==> src/rtl/bist_ctrl_if.sv <==
`default_nettype none
// ---------------------------------------------------------------------------
// bist_ctrl_if
//   Request/status bundle between the BIST requester and the BIST controller:
//   run request, cancel, MISR signature in; LFSR/MISR strobes and status out.
//   Revision: 1.0 - initial release
// ---------------------------------------------------------------------------
interface bist_ctrl_if;
   logic        start;
   logic        abort;
   logic [7:0]  sig;
   logic        lfsr_load;
   logic        lfsr_en;
   logic        misr_clr;
   logic        misr_en;
   logic        test_mode;
   logic        busy;
   logic        done;
   logic        pass;
   logic [15:0] pattern_cnt;

   // Requester side: issues runs and supplies the current signature
   modport master (
      output start, abort, sig,
      input  lfsr_load, lfsr_en, misr_clr, misr_en, test_mode,
             busy, done, pass, pattern_cnt
   );

   // Controller side
   modport slave (
      input  start, abort, sig,
      output lfsr_load, lfsr_en, misr_clr, misr_en, test_mode,
             busy, done, pass, pattern_cnt
   );
endinterface
`default_nettype wire

==> src/rtl/bist_ctrl.sv <==
`default_nettype none
// ---------------------------------------------------------------------------
// bist_ctrl
//   ALU built-in self-test sequencer: seeds the LFSR, clears the MISR, steps
//   both for N_PATTERNS cycles, flushes LAT cycles of datapath latency, then
//   compares the frozen MISR signature against GOLDEN_SIG.
//   All outputs come straight from flops; nothing combinational reaches them
//   from start/abort/sig.
//   Revision: 1.0 - initial release
// ---------------------------------------------------------------------------
module bist_ctrl #(
   parameter int          N_PATTERNS = 255,
   parameter int          LAT        = 1,
   parameter logic [7:0]  GOLDEN_SIG = 8'h00
) (
   input  logic          clk,
   input  logic          rst,
   bist_ctrl_if.slave    bus
);

   typedef enum logic [2:0] {
      S_IDLE    = 3'd0,
      S_SEED    = 3'd1,
      S_RUN     = 3'd2,
      S_FLUSH   = 3'd3,
      S_COMPARE = 3'd4,
      S_DONE    = 3'd5
   } state_t;

   // Counter value seen during the final RUN / FLUSH cycle
   localparam logic [15:0] C_RUN_LAST   = 16'(N_PATTERNS - 1);
   localparam logic [3:0]  C_FLUSH_LAST = 4'((LAT > 0) ? (LAT - 1) : 0);
   localparam logic        C_HAS_FLUSH  = (LAT > 0);

   state_t      state_q, state_d;
   logic [15:0] pattern_cnt_q;
   logic [3:0]  flush_cnt_q;
   logic        lfsr_load_q, misr_clr_q, lfsr_en_q, misr_en_q;
   logic        test_mode_q, busy_q, done_q, pass_q;

   // Next-state selection; abort wins over everything outside IDLE
   always_comb begin
      state_d = state_q;
      if (bus.abort && (state_q != S_IDLE)) begin
         state_d = S_IDLE;
      end else begin
         case (state_q)
            S_IDLE:    if (bus.start) state_d = S_SEED;
            S_SEED:    state_d = S_RUN;
            S_RUN:     if (pattern_cnt_q == C_RUN_LAST)
                          state_d = C_HAS_FLUSH ? S_FLUSH : S_COMPARE;
            S_FLUSH:   if (flush_cnt_q == C_FLUSH_LAST) state_d = S_COMPARE;
            S_COMPARE: state_d = S_DONE;
            S_DONE:    if (bus.start) state_d = S_SEED;
            default:   state_d = S_IDLE;
         endcase
      end
   end

   // State, counters and output flops; outputs are decoded from the state
   // being entered so they line up with that state's cycle
   always_ff @(posedge clk or negedge rst) begin
      if (!rst) begin
         state_q       <= S_IDLE;
         pattern_cnt_q <= 16'd0;
         flush_cnt_q   <= 4'd0;
         lfsr_load_q   <= 1'b0;
         misr_clr_q    <= 1'b0;
         lfsr_en_q     <= 1'b0;
         misr_en_q     <= 1'b0;
         test_mode_q   <= 1'b0;
         busy_q        <= 1'b0;
         done_q        <= 1'b0;
         pass_q        <= 1'b0;
      end else begin
         state_q     <= state_d;
         lfsr_load_q <= (state_d == S_SEED);
         misr_clr_q  <= (state_d == S_SEED);
         lfsr_en_q   <= (state_d == S_RUN);
         misr_en_q   <= (state_d == S_RUN) || (state_d == S_FLUSH);
         test_mode_q <= (state_d == S_SEED) || (state_d == S_RUN) ||
                        (state_d == S_FLUSH) || (state_d == S_COMPARE);
         busy_q      <= (state_d == S_SEED) || (state_d == S_RUN) ||
                        (state_d == S_FLUSH) || (state_d == S_COMPARE);
         done_q      <= (state_d == S_DONE);

         // Pattern count: cleared entering SEED, saturating step per RUN cycle
         if (state_d == S_SEED)
            pattern_cnt_q <= 16'd0;
         else if ((state_q == S_RUN) && !bus.abort && (pattern_cnt_q != 16'hFFFF))
            pattern_cnt_q <= pattern_cnt_q + 16'd1;

         // Flush counter only runs inside FLUSH, so it starts at 0 each time
         if (state_q == S_FLUSH)
            flush_cnt_q <= flush_cnt_q + 4'd1;
         else
            flush_cnt_q <= 4'd0;

         // Verdict captured at the end of COMPARE; dropped on restart or abort
         if ((state_d == S_SEED) || (state_d == S_IDLE))
            pass_q <= 1'b0;
         else if (state_q == S_COMPARE)
            pass_q <= (bus.sig == GOLDEN_SIG);
      end
   end

   assign bus.lfsr_load   = lfsr_load_q;
   assign bus.misr_clr    = misr_clr_q;
   assign bus.lfsr_en     = lfsr_en_q;
   assign bus.misr_en     = misr_en_q;
   assign bus.test_mode   = test_mode_q;
   assign bus.busy        = busy_q;
   assign bus.done        = done_q;
   assign bus.pass        = pass_q;
   assign bus.pattern_cnt = pattern_cnt_q;

endmodule
`default_nettype wire

==> src/flat_wrapper.sv <==
// flat-port wrapper written by rule: the top's interface ports become plain ports
module bist_ctrl_flat 
#(
   parameter int          N_PATTERNS = 255,
   parameter int          LAT        = 1,
   parameter logic [7:0]  GOLDEN_SIG = 8'h00
)
  (clk, rst, bus_start, bus_abort, bus_sig, bus_lfsr_load, bus_lfsr_en, bus_misr_clr, bus_misr_en, bus_test_mode, bus_busy, bus_done, bus_pass, bus_pattern_cnt);
  bist_ctrl_if bus_i ();
  input  logic clk;
  input  logic rst;
  input wire logic [$bits(bus_i.start)-1:0] bus_start;
  input wire logic [$bits(bus_i.abort)-1:0] bus_abort;
  input wire logic [$bits(bus_i.sig)-1:0] bus_sig;
  output wire logic [$bits(bus_i.lfsr_load)-1:0] bus_lfsr_load;
  output wire logic [$bits(bus_i.lfsr_en)-1:0] bus_lfsr_en;
  output wire logic [$bits(bus_i.misr_clr)-1:0] bus_misr_clr;
  output wire logic [$bits(bus_i.misr_en)-1:0] bus_misr_en;
  output wire logic [$bits(bus_i.test_mode)-1:0] bus_test_mode;
  output wire logic [$bits(bus_i.busy)-1:0] bus_busy;
  output wire logic [$bits(bus_i.done)-1:0] bus_done;
  output wire logic [$bits(bus_i.pass)-1:0] bus_pass;
  output wire logic [$bits(bus_i.pattern_cnt)-1:0] bus_pattern_cnt;
  assign bus_i.start = bus_start;
  assign bus_i.abort = bus_abort;
  assign bus_i.sig = bus_sig;
  assign bus_lfsr_load = bus_i.lfsr_load;
  assign bus_lfsr_en = bus_i.lfsr_en;
  assign bus_misr_clr = bus_i.misr_clr;
  assign bus_misr_en = bus_i.misr_en;
  assign bus_test_mode = bus_i.test_mode;
  assign bus_busy = bus_i.busy;
  assign bus_done = bus_i.done;
  assign bus_pass = bus_i.pass;
  assign bus_pattern_cnt = bus_i.pattern_cnt;
  bist_ctrl #(.N_PATTERNS(N_PATTERNS), .LAT(LAT), .GOLDEN_SIG(GOLDEN_SIG)) u_core (.clk(clk), .rst(rst), .bus(bus_i));
endmodule
==> config.mk <==
export PLATFORM = sky130hd
export DESIGN_NAME = bist_ctrl_flat
export DESIGN_NICKNAME = d
export VERILOG_FILES = /design/src/rtl/bist_ctrl_if.sv /design/src/rtl/bist_ctrl.sv /design/src/flat_wrapper.sv
export SDC_FILE = /design/constraint.sdc
export NUM_CORES = 1
export LEC_CHECK = 0
export BUFFER_PORTS_ARGS = -buffer_cell sky130_fd_sc_hd__buf_2
export CORE_MARGIN = 4
export CORE_UTILIZATION = 30
export CTS_BUF_LIST = sky130_fd_sc_hd__clkbuf_2
export DETAILED_ROUTE_END_ITERATION = 10
export PLACE_DENSITY = 0.6
export SLEW_MARGIN = 0
export SYNTH_ARGS = -nofsm -noshare
export SYNTH_HDL_FRONTEND = slang
export SYNTH_SLANG_ARGS = --single-unit
==> constraint.sdc <==
create_clock -name clk -period 1.9 [get_ports clk]
set_clock_uncertainty 0.1 [all_clocks]
set_input_delay 0.38 -clock clk [delete_from_list [all_inputs] [get_ports clk]]
set_output_delay 0.38 -clock clk [all_outputs]
set_load 0.005 [all_outputs]
* Word level (Yosys, flattened, before mapping) *
Index checks and enable logic that the tools add are counted.

word-level totals
  register bits = 29
  input bits = 12

operators by class
  add/sub/neg operators = 2
  equal/unequal tests = 12
  mux-type cells = 10
  reduce and logical (&&, ||, !) cells = 17

operator list
  cell                   count
  $mux 16                2
  $add 16x1->16 const B  1
  $eq 16x8->1 const B    1
  $ne 16x16->1 const B   1
  $pmux 3 s5             1
  $eq 3x2->1 const B     4
  $eq 3x3->1 const B     4
  $mux 3                 4
  $logic_not 8->1        1
  $eq 3x1->1 const B     2
  $logic_not 3->1        2
  $logic_or 1x1->1       5
  $add 4x1->4 const B    1
  $logic_not 4->1        1
  $mux 4                 1
  $reduce_bool 2->1      2
  $logic_and 1x1->1      3
  $reduce_bool 3->1      1
  $mux 1                 2
  $reduce_or 2->1        1
  $logic_not 1->1        1

* Logic depth before layout (Yosys ltp) *
Gate-level depths: netlist of run 1.

  depth after elaboration = 8
  gate-level depth with buffers = 9
  mapped depth without buffers = 7

* Worst setup path after synthesis of run 1 *
No wires, ideal clock.

  path kind = register -> register
  start point = reg u_core.pattern_cnt_q[12] (netlist: u_core.bus.pattern_cnt[12])
  end point = reg u_core.pattern_cnt_q[12] (netlist: u_core.bus.pattern_cnt[12])
  setup time = 119 ps
  data arrival time = 1761 ps
  required time = 1681 ps
  setup slack = -79 ps
  stages on the path, launching flop included = 8
  period minus slack after synthesis = 1979 ps
  cells stage by stage = dfrtp_1 -> or4_1 -> or3_1 -> nor2_2 -> o211a_1 -> buf_6 -> buf_12 -> nor2_1

between the ends
  cells in the longest elaborated chain, start to end = 6
  elaborated cells on any way between the ends = 11
  classes of those cells = add/sub: 1; eq/ne: 3; mux: 5; reduce/logical: 2

ends and longest elaborated chain
  what                                          line             RTL
  start: declaration                            bist_ctrl.sv:36  logic [15:0] pattern_cnt_q;
  start signal: assignment                      bist_ctrl.sv:91  pattern_cnt_q <= pattern_cnt_q + 16'd1;
  $eq 16x8->1                                   bist_ctrl.sv:50  S_RUN: if (pattern_cnt_q == C_RUN_LAST)
  $mux 3                                        bist_ctrl.sv:50
  $pmux 3 s5                                    bist_ctrl.sv:47  case (state_q)
  $mux 3                                        bist_ctrl.sv:44  if (bus.abort && (state_q != S_IDLE)) begin
  $eq 3x1->1                                    bist_ctrl.sv:88  if (state_d == S_SEED)
  $mux 16 or $reduce_bool 2->1 (tied branches)  -

Several ways; a longest one is shown, not always the timed one. The select of a mux whose other input is x is not followed.
A chain may end at the register's enable or synchronous reset.

* Worst setup path after layout of run 1 *
  start point = reg u_core.pattern_cnt_q[12] (netlist: u_core.bus.pattern_cnt[12])
  end point = reg u_core.pattern_cnt_q[2] (netlist: u_core.bus.pattern_cnt[2])

The elaborated chain is that of the path after synthesis.

==> flow_summary_export.csv, run 1 <==
group,metric,value,unit
sta,relSlewSlack,56.3,%
synthesis,ys.flop_type,"dfrtp_1",
floorplan,rows,26,
critical_path,max_stage_delay,0.54,ns
place,placed_cells_incl_taps,298,
floorplan,ios,36,
clock_network,htreeDepth,2,
place,port_buffers,35,
status,status,"finished with violations",
synthesis,synth-seq-cells,29,
sta,fin_setup_tns,-1.68,ns
synthesis,synth-async-reset-ratio,100,%
detailed_routing,ant_nets,0,
synthesis,synth_warnings,0,
floorplan,core_area,5170,µm²
global_route,overflow,0,
worst_hold_path,hp-class,"in -> reg",
global_route,met2_usage,23.7,%
detailed_routing,drtIter0Drc,89,
synthesis,ys_seq_area_share,45.0,%
sta,finalHoldViolCount,0,
detailed_routing,avgViaCountPerCell,4.81,
global_route,grt_pass1_vias,1555,
synthesis,syn_nets,182,
floorplan,die_h,81.3,µm
cells_and_area,layout_common_cells,"35 x buf_2, 34 x buf_4, 29 x dfrtp_1, 20 x nor2_1, 12 x xnor2_1",
cells_and_area,fin_cells,310,
worst_hold_path,hold_start,"bus_sig[6]",
detailed_routing,remaining_drc_errors,0,
critical_path,cp-start-kind,"flop",
critical_path,endpoint_kind,"flop",
synthesis,avgSynthCellArea,9.72,µm²
clock_network,insertion_delay,0.39,ns
clock_network,cts.reportedPaths.clkPinSlew,0.18,ns
synthesis,netlist_instances,166,
global_route,grt_antenna_before_repair,0,
run,cap_violations,0,
critical_path,required,2.07,ns
place,place_congestion,0.818,
global_route,gr-usage-met3,3.44,%
sta,clock.fmax,0.494,GHz
sta,tightest_slew,0.656,ns
detailed_routing,wire_per_inst,13.6,µm
cells_and_area,multi_input_area,880,µm²
sta,rsz0062_at_grt,"true",
clock_network,cts_sinks,29,
global_route,grt.total_usage,14.1,%
clock_network,clock_tree.root_cell,"clkbuf_2",
floorplan,fp.dieW,81.3,µm
cells_and_area,final_common_cell,"buf_2",
detailed_routing,drt-total-wl,4220,µm
place,hpwl,3060,µm
clock_network,cts_buffer_depth,2,
synthesis,yosysUniqueCellTypes,43,
critical_path,r2r_start,"u_core.bus.pattern_cnt[12]",
status,violations,"setup timing",
cells_and_area,area_growth,39.5,%
global_route,grt_max_degree,30,
detailed_routing,vias,1492,
clock_network,cts_made_buffers,5,
global_route,met1_usage,17.4,%
detailed_routing,firstDrtPassIters,4,
cells_and_area,fillers,527,
critical_path,crit_start,"u_core.bus.pattern_cnt[12]",
synthesis,synth_top_cell_area_share,45.0,%
critical_path,cp.arrival,2.20,ns
global_route,top_usage_layer,"met2",
synthesis,synth_area_leaders,"dfrtp_1 45%, xnor2_1 6.5%, nor2_1 5.4%, ha_1 3.1%, nor4_1 3.1%",
cells_and_area,seqCellArea,726,µm²
sta,fin_crit,2.02,ns
synthesis,netlist_area,1610,µm²
power_and_ir_drop,power_leakage,1.03,nW
sta,period_share,106,%
clock_network,cts_tree,"yes",
critical_path,cpMaxStageDelayCell,"or4_1",
power_and_ir_drop,peakVddDrop,0.386,mV
cells_and_area,layout-drive-gt1-share,42.9,%
critical_path,cp_max_fo,8,
sta,fin_ws,-0.122,ns
floorplan,initial_core_util,31.2,%
sta,finalMaxSlewViolations,0,
floorplan,die_area,6610,µm²
power_and_ir_drop,power_density,940,nW/µm²
synthesis,synth_enable_flop_cells,0,
critical_path,critPathKind,"reg -> reg",
sta,setup_viol,18,
critical_path,crit_path_cell_trace,"or4_1, or3_4, nor2_4, o211a_4, buf_6, nor2_2",
synthesis,synth_area_leader_cell,"dfrtp_1",
cells_and_area,antenna_cells,0,
cells_and_area,nNetsFinal,255,
global_route,grt_pass1_wl,7120,µm
==> critical path: cells and delay by family, from the launching register on <==
family | cells | cell delay, ns
and+or+nand+nor | 4 | 1.06
AOI/OAI and AO/OA | 1 | 0.19
buffers and inverters | 1 | 0.14
DFF | 1 | 0.42
==> repair_timing <==
item	4_1_cts	5_1_grt
gates cloned	1	0
hold buffers	1	0
setup buffers	0	2
hold endpoints to repair	29	0
pin swaps	5	3
setup endpoints to repair	18	20
resized for setup	9	11
==> synth_stat cells, types with 2 or more instances <==
library cell	number
dfrtp_1	29
nor2_1	23
xnor2_1	12
nand2_1	9
nand3_1	9
nor3_1	8
nor4_1	8
a21oi_1	7
nand4_1	6
inv_1	5
a211oi_1	4
and3_1	4
ha_1	4
buf_6	3
a31oi_1	2
and2b_1	2
buf_4	2
nor2b_1	2
nor3_2	2
nor3b_1	2
==> sequential cells by signal, indices dropped and copies added (netlist names) <==
name	count
u_core.flush_cnt_q	4
u_core.bus.test_mode	1
u_core.bus.done	1
u_core.bus.misr_en	1
u_core.state_q	3
u_core.bus.pass	1
u_core.bus.pattern_cnt	16
u_core.bus.lfsr_en	1
u_core.bus.lfsr_load	1
==> power by group <==
part | internal [mW] | total, mW | switching, mW | leakage, nW
combinational | 0.441 | 0.876 | 0.435 | 0.592
sequential | 0.701 | 0.775 | 0.0733 | 0.397
clock | 0.225 | 0.464 | 0.239 | 0.0406
total | 1.37 | 2.11 | 0.747 | 1.03
==> per-layer routing <==
layer  vias to the layer above  part of all wire, %
met5                         -                    0
met4                         0                  1.4
met3                         7                  4.9
met2                        45                   47
met1                       704                   46
li1                        736                    -
==> path summary, 6_finish.rpt <==
path,slack (ns),end,cells past startpoint
max in group asynchronous,0.82,u_core.bus.pattern_cnt[5],2
min in group asynchronous,0.43,u_core.bus.misr_en,2
max reg2reg,-0.12,u_core.bus.pattern_cnt[2],6
max,-0.12,u_core.bus.pattern_cnt[2],6
min,0.15,u_core.bus.pass,4
min reg2reg,0.44,u_core.bus.pass,2
==> final cells by class <==
cell class / count / area share, %
Timing Repair Buffer: 73 / 21.1
Multi-Input combinational cell: 125 / 39.1
Tap cell: 70 / 3.89
Clock buffer: 6 / 1.33
Sequential cell: 29 / 32.3
Inverter: 5 / 0.834
Clock inverter: 2 / 1.50
==> per-stage QoR <==
| stage | hold slack [ns] | setup WS, ns | cell area, µm² | utilization (%) | total power [mW] |
|---|---|---|---|---|---|
| 2_1_floorplan | -0.0156 | -0.0795 | 1610 | - | 1.29 |
| 3_3_place_gp | 0.343 | -0.0159 | 2060 | 39.8 | 1.51 |
| 3_5_place_dp | 0.359 | -0.0600 | 2060 | 39.8 | 1.53 |
| 4_1_cts | 0.133 | -0.0881 | 2180 | 42.1 | 2.09 |
| 5_1_grt | 0.151 | -0.169 | 2250 | 43.5 | 2.28 |
| 6_report | 0.146 | -0.122 | 2250 | 43.5 | 2.11 |
==> logic make-up after synthesis <==
logic type | share of synthesized area (%)
simple gates | 30.3
compound gates | 8.84
fa+ha+maj | 3.10
flops | 45.0
buf+inv | 5.74
xor+xnor | 7.06
(Power assumes the default switching activity.)
==> run 2, diff against run 1 <==
==> constraint.sdc (replaced) <==
create_clock -name clk -period 1.68 [get_ports clk]
set_clock_uncertainty 0.1 [all_clocks]
set_input_delay 0.336 -clock clk [delete_from_list [all_inputs] [get_ports clk]]
set_output_delay 0.336 -clock clk [all_outputs]
set_load 0.02 [all_outputs]
==> flow_summary_export.csv, run 2 (synthesized netlist as in run 1, its figures left out) <==
group,metric,value,unit
critical_path,cp_max_fo,5,
sta,tightest_slew,0.470,ns
detailed_routing,ant_nets,0,
clock_network,cts_sinks,29,
cells_and_area,nNetsFinal,278,
floorplan,die_area,6610,µm²
status,status,"finished with violations",
floorplan,rows,26,
sta,relSlewSlack,68.4,%
place,port_buffers,35,
global_route,grt_pass1_wl,7470,µm
detailed_routing,avgViaCountPerCell,4.72,
cells_and_area,largest_register_ffs,16,
cells_and_area,final_common_cell,"buf_4",
global_route,grt_max_degree,16,
cells_and_area,fillers,520,
critical_path,max_stage_delay,0.51,ns
clock_network,cts_made_buffers,5,
clock_network,htreeDepth,2,
cells_and_area,area_growth,53.1,%
global_route,overflow,0,
place,hpwl,3330,µm
critical_path,path_buf_inv,1,
critical_path,r2r-end,"u_core.bus.pattern_cnt[15]",
critical_path,r2r_setup_slack,-0.30,ns
sta,finalMaxSlewViolations,0,
detailed_routing,drt-total-wl,4340,µm
clock_network,cts.reportedPaths.clkPinSlew,0.17,ns
worst_hold_path,hp-class,"in -> reg",
clock_network,cts_tree,"yes",
detailed_routing,drtIter0Drc,43,
power_and_ir_drop,peakVddDrop,0.560,mV
global_route,grt_antenna_before_repair,0,
sta,whs,0.122,ns
power_and_ir_drop,finalPower,2.51,mW
power_and_ir_drop,power_leakage,1.14,nW
clock_network,clock_tree.root_cell,"clkbuf_2",
floorplan,ios,36,
critical_path,endpoint_kind,"flop",
detailed_routing,wire_per_inst,13.0,µm
place,place_congestion,0.787,
critical_path,path_depth,6,
sta,fin_ws,-0.300,ns
global_route,grt_pass1_vias,1569,
sta,finalHoldViolCount,0,
run,cap_violations,0,
floorplan,die_h,81.3,µm
floorplan,initial_core_util,31.2,%
detailed_routing,vias,1571,
floorplan,core_area,5170,µm²
cells_and_area,multi_input_area,903,µm²
critical_path,crit_start,"u_core.bus.pattern_cnt[12]",
sta,fin_crit,1.98,ns
detailed_routing,remaining_drc_errors,0,
cells_and_area,antenna_cells,0,
detailed_routing,firstDrtPassIters,4,
sta,clock.fmax,0.505,GHz
critical_path,cp.arrival,2.15,ns
cells_and_area,utilization,47.7,%
critical_path,cpMaxStageDelayCell,"or4_1",
clock_network,insertion_delay,0.37,ns
critical_path,critPathKind,"reg -> reg",
cells_and_area,layout-drive-gt1-share,50.6,%
critical_path,crit_end,"u_core.bus.pattern_cnt[15]",
critical_path,path_delay_family,"simple AND/OR/NAND/NOR gates",
status,violations,"setup timing",
critical_path,cp-start-kind,"flop",
critical_path,crit_path_cell_trace,"or4_1, or3_4, nor2_4, o211a_4, buf_6, a311oi_1",
global_route,grt.total_usage,14.9,%
clock_network,cts_buffer_depth,2,
cells_and_area,layout_common_cells,"52 x buf_4, 33 x buf_2, 27 x dfrtp_1, 15 x nor2_1, 12 x xnor2_1",
sta,rsz0062_at_grt,"true",
sta,period_share,118,%
critical_path,r2r_start,"u_core.bus.pattern_cnt[12]",
cells_and_area,seqCellArea,728,µm²
floorplan,fp.dieW,81.3,µm
critical_path,ff2ff_path_depth,6,
power_and_ir_drop,power_density,1020,nW/µm²
critical_path,required,1.85,ns
sta,setup_viol,21,
## run 2: changes by cell type in the layout (fill, tap and decap cells not counted), moves of 4 or more
cell | previous run | this run
nor2_2 | 3 | 7
buf_4 | 34 | 52
buf_6 | 3 | 8
nor2_1 | 20 | 15
## run 2: worst min path at each step
| stage | start | end | depth (start not counted) |
|---|---|---|---|
| 2_1_floorplan | rst | u_core.bus.done | 0 |
| 3_3_place_gp | rst | u_core.bus.misr_en | 1 |
| 3_5_place_dp | rst | u_core.bus.misr_en | 1 |
| 4_1_cts | bus_sig[3] | u_core.bus.pass | 4 |
| 5_1_grt | bus_sig[6] | u_core.bus.pass | 4 |
| 6_report | bus_sig[3] | u_core.bus.pass | 4 |
## run 2: worst register-to-register path, stage by stage, from the launching register on
cell and delay [ns]:
dfrtp_2 0.43, or4_1 0.51, or3_4 0.36, nor2_4 0.10
o211a_4 0.20, buf_6 0.14, a311oi_1 0.05
## run 2: per-stage QoR
step | setup slack [ns] | setup TNS, ns | cell area [µm²] | instances
3_3_place_gp | -0.262 | -4.63 | 2260 | 323
3_5_place_dp | -0.279 | -5.00 | 2260 | 323
2_1_floorplan | -0.351 | -5.65 | 1610 | 166
4_1_cts | -0.289 | -5.22 | 2370 | 333
5_1_grt | -0.386 | -7.20 | 2470 | 333
6_report | -0.300 | -5.35 | 2470 | 333
## run 2: layout make-up
type                    count  area share [%]
flip-flops and latches     29            29.5
clock inverters             2           0.405
repair buffers             96            28.0
well taps                  70            3.55
multi-input cells         125            36.6
clock buffers               6            1.22
inverters                   5           0.760
## run 2: report_power, final
part / switching [mW] / internal [mW] / total [mW]
combinational: 0.612 / 0.655 / 1.27
clock: 0.261 / 0.104 / 0.365
sequential: 0.0884 / 0.793 / 0.881
## run 2: layer usage
metal	track usage, %	vias to the layer above	wire, µm
met5	0	-	0
met4	3.55	0	48
met3	4.99	5	267
met2	24.6	39	2100
met1	18.7	742	1920
li1	-	785	-
## run 2: what timing repair did
item / CTS / global route
resized for setup: 12 / 26
hold buffers: 1 / 0
gates cloned: 1 / 0
pin swaps: 6 / 5
buffers inserted: 0 / 1
hold endpoints to repair: 14 / 0
endpoints found under the setup margin: 22 / 26
==> run 3, diff against run 2 <==
--- a/config.mk
+++ b/config.mk
@@ -10,7 +10,7 @@
 export CORE_UTILIZATION = 30
 export CTS_BUF_LIST = sky130_fd_sc_hd__clkbuf_2
 export DETAILED_ROUTE_END_ITERATION = 10
-export PLACE_DENSITY = 0.6
+export PLACE_DENSITY_LB_ADDON = 0.1
 export SLEW_MARGIN = 0
 export SYNTH_ARGS = -nofsm -noshare
 export SYNTH_HDL_FRONTEND = slang
==> flow_summary_export.csv, run 3 (synthesized netlist as in run 1, its figures left out) <==
group,metric,value,unit
floorplan,rows,26,
floorplan,initial_core_util,31.2,%
clock_network,cts_buffer_depth,2,
power_and_ir_drop,power_density,1030,nW/µm²
power_and_ir_drop,finalPower,2.49,mW
detailed_routing,remaining_drc_errors,0,
power_and_ir_drop,power_leakage,1.14,nW
sta,fin_ws,-0.327,ns
cells_and_area,layout_common_cells,"57 x buf_4, 34 x buf_2, 28 x dfrtp_1, 16 x nor2_1, 11 x xnor2_1",
power_and_ir_drop,p_sw_share,38.8,%
sta,finalHoldViolCount,0,
critical_path,cp_max_fo,8,
sta,fin_crit,2.01,ns
clock_network,clock_tree.root_cell,"clkbuf_2",
power_and_ir_drop,combPwrFrac,51.2,%
detailed_routing,avgViaCountPerCell,4.78,
floorplan,core_area,5170,µm²
global_route,grt.total_usage,15.1,%
run,cap_violations,0,
clock_network,cts.reportedPaths.clkPinSlew,0.17,ns
critical_path,endpoint_kind,"flop",
global_route,overflow,0,
clock_network,cts_tree,"yes",
global_route,grt_pass1_wl,7760,µm
floorplan,fp.dieW,81.3,µm
sta,setup_viol,21,
floorplan,die_area,6610,µm²
global_route,top_usage_layer,"met2",
sta,tightest_slew,0.502,ns
place,hpwl,3470,µm
status,status,"finished with violations",
power_and_ir_drop,clkPwrFrac,13.9,%
cells_and_area,area_growth,50.3,%
critical_path,critPathKind,"reg -> reg",
sta,rsz0062_at_grt,"true",
power_and_ir_drop,p_sw,967,µW
place,placed_cells_incl_taps,323,
global_route,grt_max_degree,22,
sta,period_share,119,%
global_route,met2_usage,25.6,%
critical_path,r2r_start,"u_core.bus.pattern_cnt[12]",
clock_network,insertion_delay,0.37,ns
place,place_congestion,0.808,
worst_hold_path,hp-class,"in -> reg",
power_and_ir_drop,p_int,1.53,mW
global_route,grt_pass1_vias,1659,
detailed_routing,firstDrtPassIters,4,
clock_network,cts_made_buffers,5,
sta,clock.fmax,0.498,GHz
cells_and_area,utilization,46.9,%
detailed_routing,ant_nets,0,
detailed_routing,drtIter0Drc,59,
floorplan,die_h,81.3,µm
critical_path,cp.arrival,2.18,ns
floorplan,ios,36,
cells_and_area,largest_register_ffs,16,
critical_path,required,1.85,ns
detailed_routing,drt-total-wl,4580,µm
sta,finalMaxSlewViolations,0,
cells_and_area,fin_cells,333,
power_and_ir_drop,peakVddDrop,0.377,mV
critical_path,crit_start,"u_core.bus.pattern_cnt[12]",
worst_hold_path,hold_start,"bus_sig[2]",
sta,relSlewSlack,66.5,%
global_route,gr-usage-met3,3.33,%
cells_and_area,final_common_cell,"buf_4",
clock_network,cts_sinks,29,
power_and_ir_drop,pwr-share-seq,34.9,%
clock_network,htreeDepth,2,
cells_and_area,nNetsFinal,278,
cells_and_area,antenna_cells,0,
detailed_routing,vias,1592,
detailed_routing,wire_per_inst,13.7,µm
global_route,grt_antenna_before_repair,0,
status,violations,"setup timing",
critical_path,cp-start-kind,"flop",
place,port_buffers,35,
critical_path,r2r_setup_slack,-0.33,ns
cells_and_area,layout-drive-gt1-share,48.3,%
global_route,met1_usage,19.2,%
## run 3: critical path, cell delays in order (launching register included)
cell and delay, ns:
dfrtp_2 0.43, or4_1 0.52, or3_4 0.36, nor2_4 0.10, o211a_4 0.20, clkbuf_16 0.16, nor2_2 0.04
## run 3: stage by stage
stage          hold WS, ns  TNS (ns)  area (µm²)  worst slack, ns
6_report             0.155     -6.02        2420           -0.327
2_1_floorplan      -0.0596     -5.65        1610           -0.351
4_1_cts              0.132     -6.47        2320           -0.353
5_1_grt              0.142     -7.33        2420           -0.387
3_3_place_gp         0.225     -5.10        2260           -0.273
3_5_place_dp         0.237     -5.73        2260           -0.311
## run 3: final timing paths
| check | end | depth (start not counted) |
|---|---|---|
| setup reg to reg | u_core.bus.pattern_cnt[7] | 6 |
| hold / removal | u_core.bus.pass | 4 |
| setup / recovery | u_core.bus.pattern_cnt[7] | 6 |
| min in group asynchronous | u_core.flush_cnt_q[2] | 2 |
| max in group asynchronous | u_core.state_q[2] | 3 |
| hold reg to reg | u_core.bus.pass | 2 |
## run 3: timing repair
item / in CTS / in global routing
hold buffers: 1 / 0
setup buffers: 0 / 1
setup endpoints to repair: 22 / 23
cloned: 0 / 1
pin swaps: 1 / 3
resized for setup: 3 / 19
endpoints found under the hold margin: 19 / 0
## run 3: area by class of cell
class                   instances  area [µm²]
inverters                       5        18.8
clock inverters                 3        12.5
multi-input cells             125         878
flip-flops and latches         29         727
clock buffers                   5        25.0
well taps                      70        87.6
repair buffers                 96         676
fillers                       509        2750
## run 3: power groups by stage
stage	Sequential (mW)	Combinational, mW	Clock [mW]
floorplan	0.950	0.600	0
global placement	0.881	1.08	0
detailed placement	0.886	1.10	0
CTS	0.873	1.11	0.373
global route	0.883	1.39	0.407
finish	0.871	1.28	0.346
## run 3: metal layers
metal  vias to the layer above  wire length [µm]
li1                        784                 -
met1                       765              2140
met2                        38              2200
met3                         5               198
met4                         0                33
met5                         -                 0
